File: config.mk
export PLATFORM = sky130hd
export DESIGN_NAME = upuart_rx_cfg
export DESIGN_NICKNAME = d
export VERILOG_FILES = /design/src/rtl/upuart_pkg.sv /design/src/rtl/upuart_sync.sv /design/src/rtl/upuart_rx_cfg.sv
export SDC_FILE = /design/constraint.sdc
export NUM_CORES = 1
export LEC_CHECK = 0
export CAP_MARGIN = 15
export CORE_ASPECT_RATIO = 1.2
export CORE_MARGIN = 5
export CORE_UTILIZATION = 50
export DETAILED_ROUTE_END_ITERATION = 12
export PLACE_DENSITY = 0.74
export RECOVER_POWER = 50
export SLEW_MARGIN = 20
export SYNTH_ARGS = -nofsm -noshare
export SYNTH_HDL_FRONTEND = slang
export SYNTH_SLANG_ARGS = --single-unit
File: constraint.sdc
create_clock -name clk -period 2.6 [get_ports clk]
set_input_delay 0.52 -clock clk [delete_from_list [all_inputs] [get_ports clk]]
set_output_delay 0.52 -clock clk [all_outputs]
set_load 0.05 [all_outputs]
File: src/rtl/upuart_pkg.sv
// Shared upuart definitions: receiver state encoding, data-bit config encoding
// and the 3-sample majority vote.
package upuart_pkg;

  typedef enum logic [2:0] {
    StIdle    = 3'd0,
    StStart   = 3'd1,
    StData    = 3'd2,
    StParity  = 3'd3,
    StStop    = 3'd4,
    StBrkWait = 3'd5
  } rx_state_e;

  // cfg_dbits holds (number of data bits - 5)
  localparam logic [1:0] Dbits5 = 2'b00;
  localparam logic [1:0] Dbits6 = 2'b01;
  localparam logic [1:0] Dbits7 = 2'b10;
  localparam logic [1:0] Dbits8 = 2'b11;

  function automatic logic upuart_vote3(input logic a, input logic b, input logic c);
    return (a & b) | (a & c) | (b & c);
  endfunction

endpackage

File: src/rtl/upuart_sync.sv
// Multi-stage synchroniser for an asynchronous, idle-high serial line.
module upuart_sync #(
  parameter int unsigned SYNC = 2
) (
  input  logic clk,
  input  logic nrst,
  input  logic d,
  output logic q
);

  logic [SYNC-1:0] ff_q;

  always_ff @(posedge clk or negedge nrst) begin
    if (!nrst) begin
      ff_q <= '1;
    end else begin
      ff_q <= {ff_q[SYNC-2:0], d};
    end
  end

  assign q = ff_q[SYNC-1];

endmodule

File: src/rtl/upuart_rx_cfg.sv
// Configurable UART receiver: 5..8 data bits, optional parity, 1/2 stop bits,
// oversampled with a 3-sample majority vote; reports parity, framing and break.
module upuart_rx_cfg
  import upuart_pkg::*;
#(
  parameter int unsigned OVS  = 16,
  parameter int unsigned SYNC = 2
) (
  input  logic       clk,
  input  logic       nrst,
  input  logic       uclk,
  input  logic       rxd,
  input  logic [1:0] cfg_dbits,
  input  logic       cfg_par_en,
  input  logic       cfg_par_odd,
  input  logic       cfg_stop2,
  output logic [7:0] data_out,
  output logic       data_wr,
  output logic       perr,
  output logic       ferr,
  output logic       brk,
  output logic       busy
);

  localparam int unsigned TW = $clog2(OVS);
  localparam logic [TW-1:0] TickS0   = TW'(OVS / 2 - 1);
  localparam logic [TW-1:0] TickS1   = TW'(OVS / 2);
  localparam logic [TW-1:0] TickVote = TW'(OVS / 2 + 1);
  localparam logic [TW-1:0] TickLast = TW'(OVS - 1);

  logic rxs;

  upuart_sync #(
    .SYNC(SYNC)
  ) u_sync (
    .clk (clk),
    .nrst(nrst),
    .d   (rxd),
    .q   (rxs)
  );

  rx_state_e     state_q, state_d;
  logic [TW-1:0] tick_q, tick_d;
  logic [2:0]    bit_q, bit_d;
  logic          smp0_q, smp0_d, smp1_q, smp1_d;
  logic [7:0]    shift_q, shift_d;
  logic          par_q, par_d;
  logic          perr_acc_q, perr_acc_d;
  logic          ferr_acc_q, ferr_acc_d;
  logic          zero_q, zero_d;
  logic          one_q, one_d;
  logic [1:0]    dbits_q, dbits_d;
  logic          par_en_q, par_en_d, par_odd_q, par_odd_d, stop2_q, stop2_d;
  logic [7:0]    data_out_q, data_out_d;
  logic          data_wr_q, data_wr_d;
  logic          perr_q, perr_d, ferr_q, ferr_d, brk_q, brk_d;

  logic vote, at_vote, at_wrap, ferr_nx, zero_nx;

  always_comb begin
    state_d    = state_q;
    tick_d     = tick_q;
    bit_d      = bit_q;
    smp0_d     = smp0_q;
    smp1_d     = smp1_q;
    shift_d    = shift_q;
    par_d      = par_q;
    perr_acc_d = perr_acc_q;
    ferr_acc_d = ferr_acc_q;
    zero_d     = zero_q;
    one_d      = one_q;
    dbits_d    = dbits_q;
    par_en_d   = par_en_q;
    par_odd_d  = par_odd_q;
    stop2_d    = stop2_q;
    data_out_d = data_out_q;
    data_wr_d  = 1'b0;
    perr_d     = perr_q;
    ferr_d     = ferr_q;
    brk_d      = brk_q;
    vote       = upuart_vote3(smp0_q, smp1_q, rxs);
    at_vote    = (tick_q == TickVote);
    at_wrap    = (tick_q == TickLast);
    ferr_nx    = ferr_acc_q | ~vote;
    zero_nx    = zero_q & ~vote;

    if (uclk) begin
      tick_d = at_wrap ? '0 : tick_q + TW'(1);
      if (tick_q == TickS0) smp0_d = rxs;
      if (tick_q == TickS1) smp1_d = rxs;

      unique case (state_q)
        StIdle: begin
          tick_d = '0;
          if (!rxs) begin
            // Config is frozen for the whole frame from here on
            dbits_d    = cfg_dbits;
            par_en_d   = cfg_par_en;
            par_odd_d  = cfg_par_odd;
            stop2_d    = cfg_stop2;
            shift_d    = '0;
            par_d      = 1'b0;
            perr_acc_d = 1'b0;
            ferr_acc_d = 1'b0;
            zero_d     = 1'b1;
            bit_d      = '0;
            state_d    = StStart;
          end
        end
        StStart: begin
          if (at_vote && vote) begin
            state_d = StIdle;
          end else if (at_wrap) begin
            bit_d   = '0;
            state_d = StData;
          end
        end
        StData: begin
          if (at_vote) begin
            shift_d[bit_q] = vote;
            par_d          = par_q ^ vote;
            zero_d         = zero_nx;
          end
          if (at_wrap) begin
            if (bit_q == {1'b0, dbits_q} + 3'd4) begin
              bit_d   = '0;
              state_d = par_en_q ? StParity : StStop;
            end else begin
              bit_d = bit_q + 3'd1;
            end
          end
        end
        StParity: begin
          if (at_vote) begin
            perr_acc_d = vote ^ par_q ^ par_odd_q;
            zero_d     = zero_nx;
          end
          if (at_wrap) begin
            bit_d   = '0;
            state_d = StStop;
          end
        end
        StStop: begin
          if (at_vote) begin
            ferr_acc_d = ferr_nx;
            zero_d     = zero_nx;
            if (bit_q[0] == stop2_q) begin
              // Leave mid stop bit so the next start edge can be caught early
              data_wr_d  = 1'b1;
              data_out_d = shift_q;
              perr_d     = perr_acc_q;
              ferr_d     = ferr_nx;
              brk_d      = zero_nx;
              one_d      = 1'b0;
              state_d    = zero_nx ? StBrkWait : StIdle;
            end
          end else if (at_wrap) begin
            bit_d = bit_q + 3'd1;
          end
        end
        StBrkWait: begin
          if (rxs) begin
            one_d = 1'b1;
            if (one_q) state_d = StIdle;
          end else begin
            one_d = 1'b0;
          end
        end
        default: state_d = StIdle;
      endcase
    end
  end

  always_ff @(posedge clk or negedge nrst) begin
    if (!nrst) begin
      state_q    <= StIdle;
      tick_q     <= '0;
      bit_q      <= '0;
      smp0_q     <= 1'b1;
      smp1_q     <= 1'b1;
      shift_q    <= '0;
      par_q      <= 1'b0;
      perr_acc_q <= 1'b0;
      ferr_acc_q <= 1'b0;
      zero_q     <= 1'b0;
      one_q      <= 1'b0;
      dbits_q    <= Dbits8;
      par_en_q   <= 1'b0;
      par_odd_q  <= 1'b0;
      stop2_q    <= 1'b0;
      data_out_q <= '0;
      data_wr_q  <= 1'b0;
      perr_q     <= 1'b0;
      ferr_q     <= 1'b0;
      brk_q      <= 1'b0;
    end else begin
      state_q    <= state_d;
      tick_q     <= tick_d;
      bit_q      <= bit_d;
      smp0_q     <= smp0_d;
      smp1_q     <= smp1_d;
      shift_q    <= shift_d;
      par_q      <= par_d;
      perr_acc_q <= perr_acc_d;
      ferr_acc_q <= ferr_acc_d;
      zero_q     <= zero_d;
      one_q      <= one_d;
      dbits_q    <= dbits_d;
      par_en_q   <= par_en_d;
      par_odd_q  <= par_odd_d;
      stop2_q    <= stop2_d;
      data_out_q <= data_out_d;
      data_wr_q  <= data_wr_d;
      perr_q     <= perr_d;
      ferr_q     <= ferr_d;
      brk_q      <= brk_d;
    end
  end

  assign data_out = data_out_q;
  assign data_wr  = data_wr_q;
  assign perr     = perr_q;
  assign ferr     = ferr_q;
  assign brk      = brk_q;
  assign busy     = (state_q != StIdle);

endmodule

Word-level counts from Yosys, hierarchy flattened
Cells that the tools add are included.

cells by class
  add/sub/neg operators = 3
  multipliers = 0
  divide/modulo/power cells = 0
  $lt $le $gt $ge = 2
  equal/unequal tests = 26
  shift-type cells = 0
  muxes and demuxes = 47
  bitwise logic cells = 11
  reduce and logical (&&, ||, !) cells = 22

operator list
  cell                 count
  $mux 3               19
  $ne 2x2->1 const B   12
  $reduce_and 4->1     6
  $pmux 3 s6           1
  $mux 8               2
  $pmux 8 s2           1
  $pmux 3 s5           1
  $mux 1               14
  $eq 4x4->1 const B   3
  $pmux 1 s2           5
  $reduce_and 10->1    1
  $reduce_bool 2->1    5
  $bwmux 8             1
  $mux 4               2
  $reduce_and 7->1     1
  $eq 3x2->1 const B   2
  $eq 3x3->1 const B   2
  $reduce_bool 5->1    1
  $add 4x1->4 const B  1
  $and 1x1->1          4
  $eq 4x3->1 const B   1
  $lt 3x4->1 const B   1
  $ne 2x1->1 const B   2
  $reduce_and 2->1     2
  16 further kinds     21

storage, ports and cells
  bits in registers = 44
  latch bits = 0
  RAM bits = 0
  bits in read-only memories = 0
  bits of input ports = 9
  output and inout bits = 13
  word-level logic and storage cells = 132
  memories kept = 0

Depth between registers and ports, before layout
Gate-level depths: netlist of the first run.

  word-level depth = 9
  gate-level depth with buffers = 8
  mapped depth without buffers = 7

Hierarchy
Synthesis of the first run repeated with hierarchy kept, for this count alone.

second synthesis, totals
  cells, all modules = 224
  area total of the unflattened synthesis = 2232.1 µm²

modules (own cells, without submodules)
  module         instances  cells each  area each (µm²)  seq. area each (µm²)
  upuart_rx_cfg  1          222         2179.6           1056.0
  upuart_sync    1          2           52.6             52.6

Worst setup path before layout of the first run
OpenSTA, ideal clock, no wires.

  kind = reg-to-reg
  start point = register u_sync.ff_q[1]
  end point = register state_q[0]
  setup time = 125 ps
  arrival = 1776 ps
  data required time = 2475 ps
  path slack = 699 ps
  cell stages (with the launch flop) = 7
  path buffers = 1
  clock period less this slack = 1901 ps
  cell sequence = dfstp_2 > buf_6 > maj3_4 > a21oi_2 > and4b_1 > nor4_4 > mux2_4

on the way
  word-level cells in the longest chain between the ends = 9
  elaborated cells between the ends (all ways) = 16
  classes of those cells = eq/ne: 3; mux: 5; bitwise: 6; reduce/logical: 2

RTL lines
  item                     line                  RTL
  from (decl)              upuart_sync.sv:11     logic [SYNC-1:0] ff_q;
  from (signal assigned)   upuart_sync.sv:17     ff_q <= {ff_q[SYNC-2:0], d};
  $and 1x1->1              upuart_pkg.sv:21      return (a & b) | (a & c) | (b & c);
  $or 1x1->1 (2 in a row)  upuart_pkg.sv:21
  $not 1->1                upuart_rx_cfg.sv:85   zero_nx = zero_q & ~vote;
  $and 1x1->1              upuart_rx_cfg.sv:85
  $mux 3                   upuart_rx_cfg.sv:155  state_d = zero_nx ? StBrkWait : StIdle;
  $mux 3                   upuart_rx_cfg.sv:147  if (bit_q[0] == stop2_q) begin
  $mux 3                   upuart_rx_cfg.sv:144  if (at_vote) begin
  $pmux 3 s6               upuart_rx_cfg.sv:92   unique case (state_q)
  to (signal assigned)     upuart_rx_cfg.sv:176  state_q <= StIdle;
  to (signal assigned)     upuart_rx_cfg.sv:197  state_q <= state_d;
  to (decl)                upuart_rx_cfg.sv:42   rx_state_e state_q, state_d;

Several ways; a longest one is shown, not always the timed one. The select of a mux whose other input is x is not followed.
A chain may end at the register's enable or synchronous reset.

Worst setup path after layout of the first run
  start point = input uclk
  end point = register par_odd_q

on the way
  word-level cells in the longest chain between the ends = 1

RTL lines
  item                               line                  RTL
  from (decl)                        upuart_rx_cfg.sv:11   input logic uclk,
  $reduce_and 3->1 (no source line)  -
  to (signal assigned)               upuart_rx_cfg.sv:210  par_odd_q <= par_odd_d;
  to (decl)                          upuart_rx_cfg.sv:53   logic par_en_q, par_en_d, par_odd_q, par_odd_d, stop2_q, stop2_d;

No other way between the ends.

==> results, run 1 <==
- The maximum number of pins on one net before global-route repair is 43.
- The floorplan has 27 rows.
- Net switching is 36.2% of the power.
- 22 I/O pins were placed.
- Counting flops with an async set or reset pin after synthesis yields a share of 100%.
- In this run, synthesis produced a sequential element count of 44.
- The CTS sink count is 44.
- Along the worst path, the maximum fanout reaches 11.
- For this run, the detailed router's first-pass iteration total came to 4.
- The root buffer cell chosen for the clock tree is sky130_fd_sc_hd__clkbuf_8.
- The count of nets left with antenna violations once routing finished came out at 0.
- The part of the power in combinational logic is 40.1%.
- The number of antenna diodes in the final layout is 0.
- The worst clock skew is 0.00336 ns.
- The clock insertion delay at the later pin of the skew report is 0.29 ns.
- The critical path endpoint category is a flop.
- After synthesis, flip-flops and latches occupy 48.4% of the total area.
- The number of warnings printed during yosys synthesis is 0.
- TritonCTS built the clock tree.
- The final number of hold-violating endpoints is 0.
- The floorplan step set the die height to 84.2 um.
- In this run the tightest slew margin relative to its limit is 40.1%.
- The detailed-route via count is 1,653.
- Adding up every negative setup slack in the final design gives 0 ns.
- The die footprint is 6040 um2.
- The run finished with clean final reports.
- In the post-synthesis netlist, the biggest area contributors are sky130_fd_sc_hd__dfrtp_1 (41%), sky130_fd_sc_hd__dfstp_2 (6.9%), sky130_fd_sc_hd__o21ai_0 (5.5%), sky130_fd_sc_hd__mux2_2 (4.9%), sky130_fd_sc_hd__buf_6 (3.9%).
- The final setup violation count is 0.
- The net switching power of the design is 0.000868 W.
- The required arrival time at the worst endpoint is 2.78 ns.
- The synthesized netlist cell count is 209.
- Once the floorplan was initialized, standard cells occupied 50.6% of the core.
- The global-route wire length before repair is 7610 um.
- The worst voltage drop across the vdd grid is 0.569 mV.
- The critical path class is in -> reg.
- The area of the core region is 4530 um2.
- The static leakage is 1.18 nW.
- In this run the power density over the cells is 909 nW/um2.
- The clock slew at the register clock pins of the worst setup and hold paths is 0.08 ns.
- The die is 71.8 um wide.
- Dividing the synthesized area by the synthesized cell count gives 11.0 um2.
- In this run, synthesis inferred 0 flip-flops with an integrated enable.
- The clock tree synthesis step divided the H-tree into 2 levels.
- In this run the register-to-register setup slack is 0.56 ns.
- Setup repair after global routing left no endpoint under its margin.
- The starting DRC count in detailed routing is 94.
- The all-layer global routing usage is 15.8%.
- The number of slew-limit violations in the final report is 0.
- Internal power comes to 0.00153 W.
- The number of buffers added for setup after CTS is 0.
- The slew at the pin closest to its max-slew limit is 0.898 ns.
- The area share of the largest cell type after synthesis is 41.5%.
- The part of the total power dissipated in the clock network is 21.2%.
- The via count of the first global-routing pass was 1,629.
- The sequential group share of total power is 38.7%.
- The global placement routability congestion is 0.842.
- Port buffering added 21 buffers.
- Detailed placement finished with a half-perimeter wire length of 3160 um.
- Data on the critical path arrives at its endpoint at 2.30 ns.
- sky130_fd_sc_hd__dfrtp_1 takes more of the synthesized area than any other cell.
- The post-synthesis cell type count is 50.
- The time the worst path needs with I/O delays and setup is 2.12 ns.
- In this run the deepest clock path goes through 2 buffers.
- In the final design database the tool counted 249 nets.
- The layout-stage area growth over the synthesis result is 15.1%.
- The initial antenna violation count is 0.
- The most common flop cell mapped by yosys is sky130_fd_sc_hd__dfrtp_1.
- The total clock buffers created by CTS is 5.
- After detailed routing, the average wire length per cell comes to 14.9 um.
- The startpoint of the most critical setup path is uclk.
- The most critical setup path has its endpoint at par_odd_q$_DFFE_PN0P_.
- The total congestion overflow after global routing is 0.
- Measured in cells, the most critical reg-to-reg path has a length of 5.
- The mean number of vias per cell is 5.60.
- The destination of the worst register-to-register timing path is data_out[2]$_DFFE_PN0P_.
- The layout filler cell count is 415.
- The critical path launch point type is a primary input.
- Max-cap violations in this run came to 0.
- The total nets after synthesis is 222.
- The post-route netlist has 19.0% of its cells at a drive strength greater than 1.
- The aggregate routed wire length is 4390 um.
- The startpoint of the worst register-to-register path is state_q[0]$_DFFE_PN0P_.
- The achievable frequency is 0.471 GHz.
- The netlist area before placement is 2290 um2.
- The tightest min-delay check is of the in -> async type.
- The post-route fraction of the period consumed by the critical path is 81.7%.
- After detailed routing, the number of remaining DRC violations is 0.
- The total design power is 0.00240 W.
logic make-up (layout without fill, tap and decap cells):
kind of cell               Yosys count  after routing  share of synthesized area, %
DFF                                 44             44                          48.4
xor gates and xnor gates             5              5                          1.91
buffers and inverters               19             47                          5.90
muxes                               20             20                          10.3
adders and majority gates            5              5                          2.78
and+or+nand+nor                     64             64                          16.1
AOI/OAI and AO/OA                   52             52                          14.7
power groups by stage:
| stage | Combinational [W] | Sequential, W | Clock (W) |
|---|---|---|---|
| finish | 0.000961 | 0.000928 | 0.000509 |
| global route | 0.00105 | 0.000954 | 0.000553 |
| CTS | 0.000965 | 0.000929 | 0.000519 |
| detailed placement | 0.000955 | 0.000944 | 0 |
| global placement | 0.000921 | 0.000937 | 0 |
| floorplan | 0.000764 | 0.000937 | 0 |
critical path: stages:
cell,delay (ns)
sky130_fd_sc_hd__dlygate4sd3_1,0.59
sky130_fd_sc_hd__clkbuf_1,0.35
sky130_fd_sc_hd__nand3b_1,0.43
sky130_fd_sc_hd__mux2_2,0.41
registers in the layout, indices dropped and copies added (netlist names), 2 cells and up:
register,count
state_q,3
u_sync.ff_q,2
tick_q,4
dbits_q,2
data_out,8
bit_q,3
shift_q,8
routing by layer:
layer,global-route usage (%),vias to the layer above,share of wire (%)
met5,0,-,0
li1,-,799,-
met1,19.2,809,42
met3,2.99,13,3.2
met4,7.01,0,2.3
met2,26.8,32,52
how the worst min path moves through the flow:
stage / start / end / slack, ns
floorplan: nrst / bit_q[0]$_DFFE_PN0P_ / 0.22
global placement: u_sync.ff_q[0]$_DFF_PN1_ / u_sync.ff_q[1]$_DFF_PN1_ / 0.35
detailed placement: u_sync.ff_q[0]$_DFF_PN1_ / u_sync.ff_q[1]$_DFF_PN1_ / 0.35
CTS: u_sync.ff_q[0]$_DFF_PN1_ / u_sync.ff_q[1]$_DFF_PN1_ / 0.36
global route: u_sync.ff_q[0]$_DFF_PN1_ / u_sync.ff_q[1]$_DFF_PN1_ / 0.37
finish: nrst / stop2_q$_DFFE_PN0P_ / 0.35
area by class of cell:
cell class	instances	area, um2	area share (%)
Sequential cell	44	1110	42.0
Multi-Input combinational cell	146	1050	39.7
Timing Repair Buffer	31	272	10.3
Clock buffer	6	72.6	2.75
Tap cell	58	72.6	2.75
Clock inverter	2	35.0	1.33
Inverter	8	30.0	1.14
Yosys cell counts (2+ instances only):
master / number
sky130_fd_sc_hd__nor3_1: 3
sky130_fd_sc_hd__a31oi_1: 5
sky130_fd_sc_hd__nand2b_1: 3
sky130_fd_sc_hd__o21ai_0: 25
sky130_fd_sc_hd__dfstp_2: 6
sky130_fd_sc_hd__xor2_1: 4
sky130_fd_sc_hd__clkbuf_1: 2
sky130_fd_sc_hd__nand4b_1: 3
sky130_fd_sc_hd__nor2_1: 10
sky130_fd_sc_hd__mux2_2: 10
sky130_fd_sc_hd__mux2_4: 3
sky130_fd_sc_hd__o21a_1: 2
sky130_fd_sc_hd__nand3_1: 9
sky130_fd_sc_hd__and2_1: 2
sky130_fd_sc_hd__nand4_1: 2
sky130_fd_sc_hd__dfrtp_1: 38
sky130_fd_sc_hd__nor2b_1: 2
sky130_fd_sc_hd__o31ai_1: 6
sky130_fd_sc_hd__ha_1: 4
sky130_fd_sc_hd__mux2_1: 6
sky130_fd_sc_hd__a21oi_1: 4
sky130_fd_sc_hd__buf_6: 8
sky130_fd_sc_hd__or2b_1: 2
sky130_fd_sc_hd__a21o_1: 2
sky130_fd_sc_hd__nand2_1: 17
sky130_fd_sc_hd__inv_1: 7
cell usage in the layout (no fill, tap or decap), types with 7 or more instances in the layout:
cell                              synthesis  final
sky130_fd_sc_hd__buf_4                    1      7
sky130_fd_sc_hd__inv_1                    7      7
sky130_fd_sc_hd__dfrtp_1                 38     38
sky130_fd_sc_hd__o21ai_0                 25     25
sky130_fd_sc_hd__nand2_1                 17     17
sky130_fd_sc_hd__clkdlybuf4s50_1          0     17
sky130_fd_sc_hd__mux2_2                  10     10
sky130_fd_sc_hd__nor2_1                  10     10
sky130_fd_sc_hd__nand3_1                  9      9
what timing repair did:
| item | in CTS | in global routing |
|---|---|---|
| endpoints found under the hold margin | 0 | 0 |
| endpoints found under the setup margin | 0 | 1 |
| hold buffers | 0 | 0 |
| gates resized for setup | 0 | 1 |
metrics by stage:
stage / instances / hold WS (ns) / setup slack, ns / cell area [um2] / util, %
floorplan: 209 / 0.224 / 0.699 / 2290 / -
global placement: 287 / 0.347 / 0.457 / 2540 / 56.1
detailed placement: 287 / 0.351 / 0.438 / 2540 / 56.1
CTS: 295 / 0.363 / 0.104 / 2650 / 58.5
global route: 295 / 0.371 / 0.351 / 2640 / 58.3
finish: 295 / 0.354 / 0.477 / 2640 / 58.3
Power figures use the tool's default switching activity.
==> run 2: changes to the inputs <==
--- a/config.mk
+++ b/config.mk
@@ -10,7 +10,7 @@
 export CORE_MARGIN = 5
 export CORE_UTILIZATION = 50
 export DETAILED_ROUTE_END_ITERATION = 12
-export PLACE_DENSITY = 0.74
+export PLACE_DENSITY = 0.77
 export RECOVER_POWER = 50
 export SLEW_MARGIN = 20
 export SYNTH_ARGS = -nofsm -noshare
==> constraint.sdc (replaced) <==
create_clock -name clk -period 1.8 [get_ports clk]
set_input_delay 0.36 -clock clk [delete_from_list [all_inputs] [get_ports clk]]
set_output_delay 0.36 -clock clk [all_outputs]
set_load 0.05 [all_outputs]
==> results, run 2 (synthesis results as in run 1) <==
- The final setup violation count is 12 (+12).
- The worst slew margin relative to its limit is 27.7% (-12 points).
- The required arrival time at the worst endpoint was 1.99 ns (-0.79 ns).
- The die span in x is 71.8 um (unchanged).
- The maximum net fanout on the critical path is 2 (-9).
- The data arrival time of the critical path came to 2.13 ns (-0.17 ns).
- TritonCTS built the clock tree.
- The net count of the finished layout is 288 (+16%).
- The post-route fraction of the period consumed by the critical path is 108%.
- The setup path with the least slack is of type reg -> reg.
- The die footprint is 6040 um2 (unchanged).
- The total congestion overflow after global routing was 0 (unchanged).
- The layout filler cell count is 345 (-17%).
- The remaining number of nets flagged by the antenna check after routing is 0 (unchanged).
- The slew at the pin closest to its max-slew limit is 1.08 ns (+0.186 ns).
- The cell area after placement was 2760 um2 (+8.6%).
- The maximum count of clock buffers along a single path is 2 (unchanged).
- Static timing analysis puts the maximum clock frequency at 0.514 GHz.
- The critical path endpoint category is a flop.
- The initial cell density of the core is 50.6% (unchanged).
- The number of cell rows is 27 (unchanged).
- The all-layer global routing usage is 16.8% (+1.1 points).
- The aggregate routed wire length is 4780 um (+9.0%).
- The CTS sink count came to 44 (unchanged).
- The count of placed standard cells including taps is 316 (+10%).
- Leaving out fill and tap cells, the most frequent cell in the layout is sky130_fd_sc_hd__buf_4.
- The reported max-cap violation count is 0 (unchanged).
- The static leakage is 1.44 nW (+22%).
- The total clock buffers created by CTS is 5 (unchanged).
- The worst voltage drop across the vdd grid is 0.848 mV (+49%).
- The detailed-placement wirelength estimate is 3310 um (+4.8%).
- The DRC violations left was 0 (unchanged).
- The number of iterations in the first detailed-routing pass came to 4 (unchanged).
- The library cells used most frequently in the layout, excluding fill and tap cells, are sky130_fd_sc_hd__buf_4 (55), sky130_fd_sc_hd__dfrtp_1 (38), sky130_fd_sc_hd__o21ai_0 (24), sky130_fd_sc_hd__nand2_1 (16), sky130_fd_sc_hd__mux2_4 (12).
- The fraction of final layout cells with drive strength greater than 1 is 42.0% (+23 points).
- The time the worst path needs with I/O delays and setup is 1.95 ns.
- Setup repair after global routing could not meet its margin everywhere.
- The initial antenna violation count is 0 (unchanged).
- The final number of hold-violating endpoints is 0 (unchanged).
- The area of the core region is 4530 um2 (unchanged).
- The starting DRC count in detailed routing was 169 (+80%).
- The clock insertion delay at the later pin of the skew report is 0.29 ns (about the same).
- The via count of the first global-routing pass was 1,727 (+6.0%).
- The total design power is 0.00426 W (+78%).
- The final core utilization is 67.9% (+9.6 points).
- The tree is rooted in a sky130_fd_sc_hd__clkbuf_8.
- The global placement routability congestion is 0.792 (-5.9%).
- The min-delay analysis places its worst path in the category in -> async.
- The maximum number of pins on one net before global-route repair is 25 (-42%).
- The power density relative to cell area is 1390 nW/um2 (+52%).
- The die height came to 84.2 um (unchanged).
- The post-route cell area is 3080 um2 (+17%).
- The total inserted antenna cells was 0 (unchanged).
- The number of primary I/O pins is 22 (unchanged).
- The setup slack after layout came to -0.146 ns (-0.623 ns).
- The layout-stage area growth over the synthesis result is 34.2%.
- The worst setup path is launched from a flop.
- The clock slew at the register clock pins of the worst setup and hold paths is 0.09 ns (about the same).
- The post-layout instance count excluding filler cells is 334 (+13%).
- The mean number of vias per cell is 5.39 (-3.8%).
- The run finished, with violations left.
- The checks that failed: setup timing.
- The worst clock skew is 0.00785 ns (+0.00449 ns).
- The H-tree depth was 2 (unchanged).
- The port buffer count is 21 (unchanged).
- The detailed-route via count is 1,800 (+8.9%).
- The global-route wire length before repair came to 8110 um (+6.5%).
- The number of slew-limit violations in the final report came to 0 (unchanged).
- The average wire per standard cell is 14.3 um (-3.7%).
==> run 2: cell types whose count changed in the layout (fill, tap and decap cells not counted), sizes merged <==
cell and delta:
buf +53, clkdlybuf4s50 -11, bufinv +2, clkbuf -2
clkinv -1, dlygate4sd3 -1, dlymetal6s2s -1
==> run 2: final timing paths <==
kind                                          startpoint                        to  slack, ns  cells after the start
worst max-delay path               tick_q[1]$_DFFE_PN0P_    state_q[1]$_DFFE_PN0P_      -0.15                      9
worst min-delay path                                nrst     tick_q[2]$_DFFE_PN0P_       0.24                      1
worst max register to register     tick_q[1]$_DFFE_PN0P_    state_q[1]$_DFFE_PN0P_      -0.15                      9
worst min register to register  u_sync.ff_q[0]$_DFF_PN1_  u_sync.ff_q[1]$_DFF_PN1_       0.36                      0
max in group asynchronous                           nrst        zero_q$_DFFE_PN0P_       0.42                      2
min in group clk                u_sync.ff_q[0]$_DFF_PN1_  u_sync.ff_q[1]$_DFF_PN1_       0.36                      0
==> run 2: critical path: stages (launching register included) <==
cell and delay (ns):
sky130_fd_sc_hd__dfrtp_1 0.40, sky130_fd_sc_hd__inv_2 0.08, sky130_fd_sc_hd__ha_4 0.12, sky130_fd_sc_hd__and3b_2 0.20
sky130_fd_sc_hd__buf_6 0.11, sky130_fd_sc_hd__nand2_4 0.04, sky130_fd_sc_hd__a2bb2oi_2 0.15, sky130_fd_sc_hd__nor4_4 0.27
sky130_fd_sc_hd__buf_4 0.17, sky130_fd_sc_hd__mux2_4 0.30
==> run 2: routing by layer <==
| metal | up-vias | global-route usage [%] | wire (um) | share of wire [%] |
|---|---|---|---|---|
| met3 | 10 | 2.75 | 167 | 3.5 |
| met4 | 0 | 7.01 | 99 | 2.1 |
| met5 | - | 0 | 0 | 0 |
| met2 | 45 | 28.3 | 2420 | 51 |
| met1 | 868 | 21.2 | 2100 | 44 |
| li1 | 877 | - | - | - |
==> run 2: power breakdown <==
group          internal [W]  switching (W)  leakage, nW
Clock              0.000694       0.000334       0.0784
Sequential          0.00120       0.000136        0.568
Combinational      0.000958       0.000946        0.791
Total               0.00285        0.00142         1.44
==> run 2: area by class of cell <==
type                    count  area, um2  share of cell area, %
clock buffers               5       68.8                   2.24
clock inverters             3       90.1                   2.93
inverters                   8       30.0                  0.976
multi-input cells         146       1150                   37.3
flip-flops and latches     44       1110                   36.0
well taps                  58       72.6                   2.36
repair buffers             70        559                   18.2
==> run 2: timing repair <==
| action | 4_1_cts | 5_1_grt |
|---|---|---|
| gates cloned | 1 | 0 |
| pin swaps | 5 | 4 |
| resized for setup | 23 | 6 |
| hold buffers | 0 | 0 |
| buffers inserted | 7 | 4 |
| endpoints found under the setup margin | 16 | 22 |
==> run 2: per-stage QoR <==
stage / worst slack (ns) / hold WS (ns) / setup TNS, ns
after global routing: -0.203 / 0.363 / -1.73
after global placement: -0.198 / 0.346 / -1.91
after floorplan: -0.0304 / 0.0644 / -0.0912
after CTS: -0.123 / 0.0306 / -0.719
after detailed placement: -0.266 / 0.348 / -2.73
final: -0.146 / 0.240 / -0.812
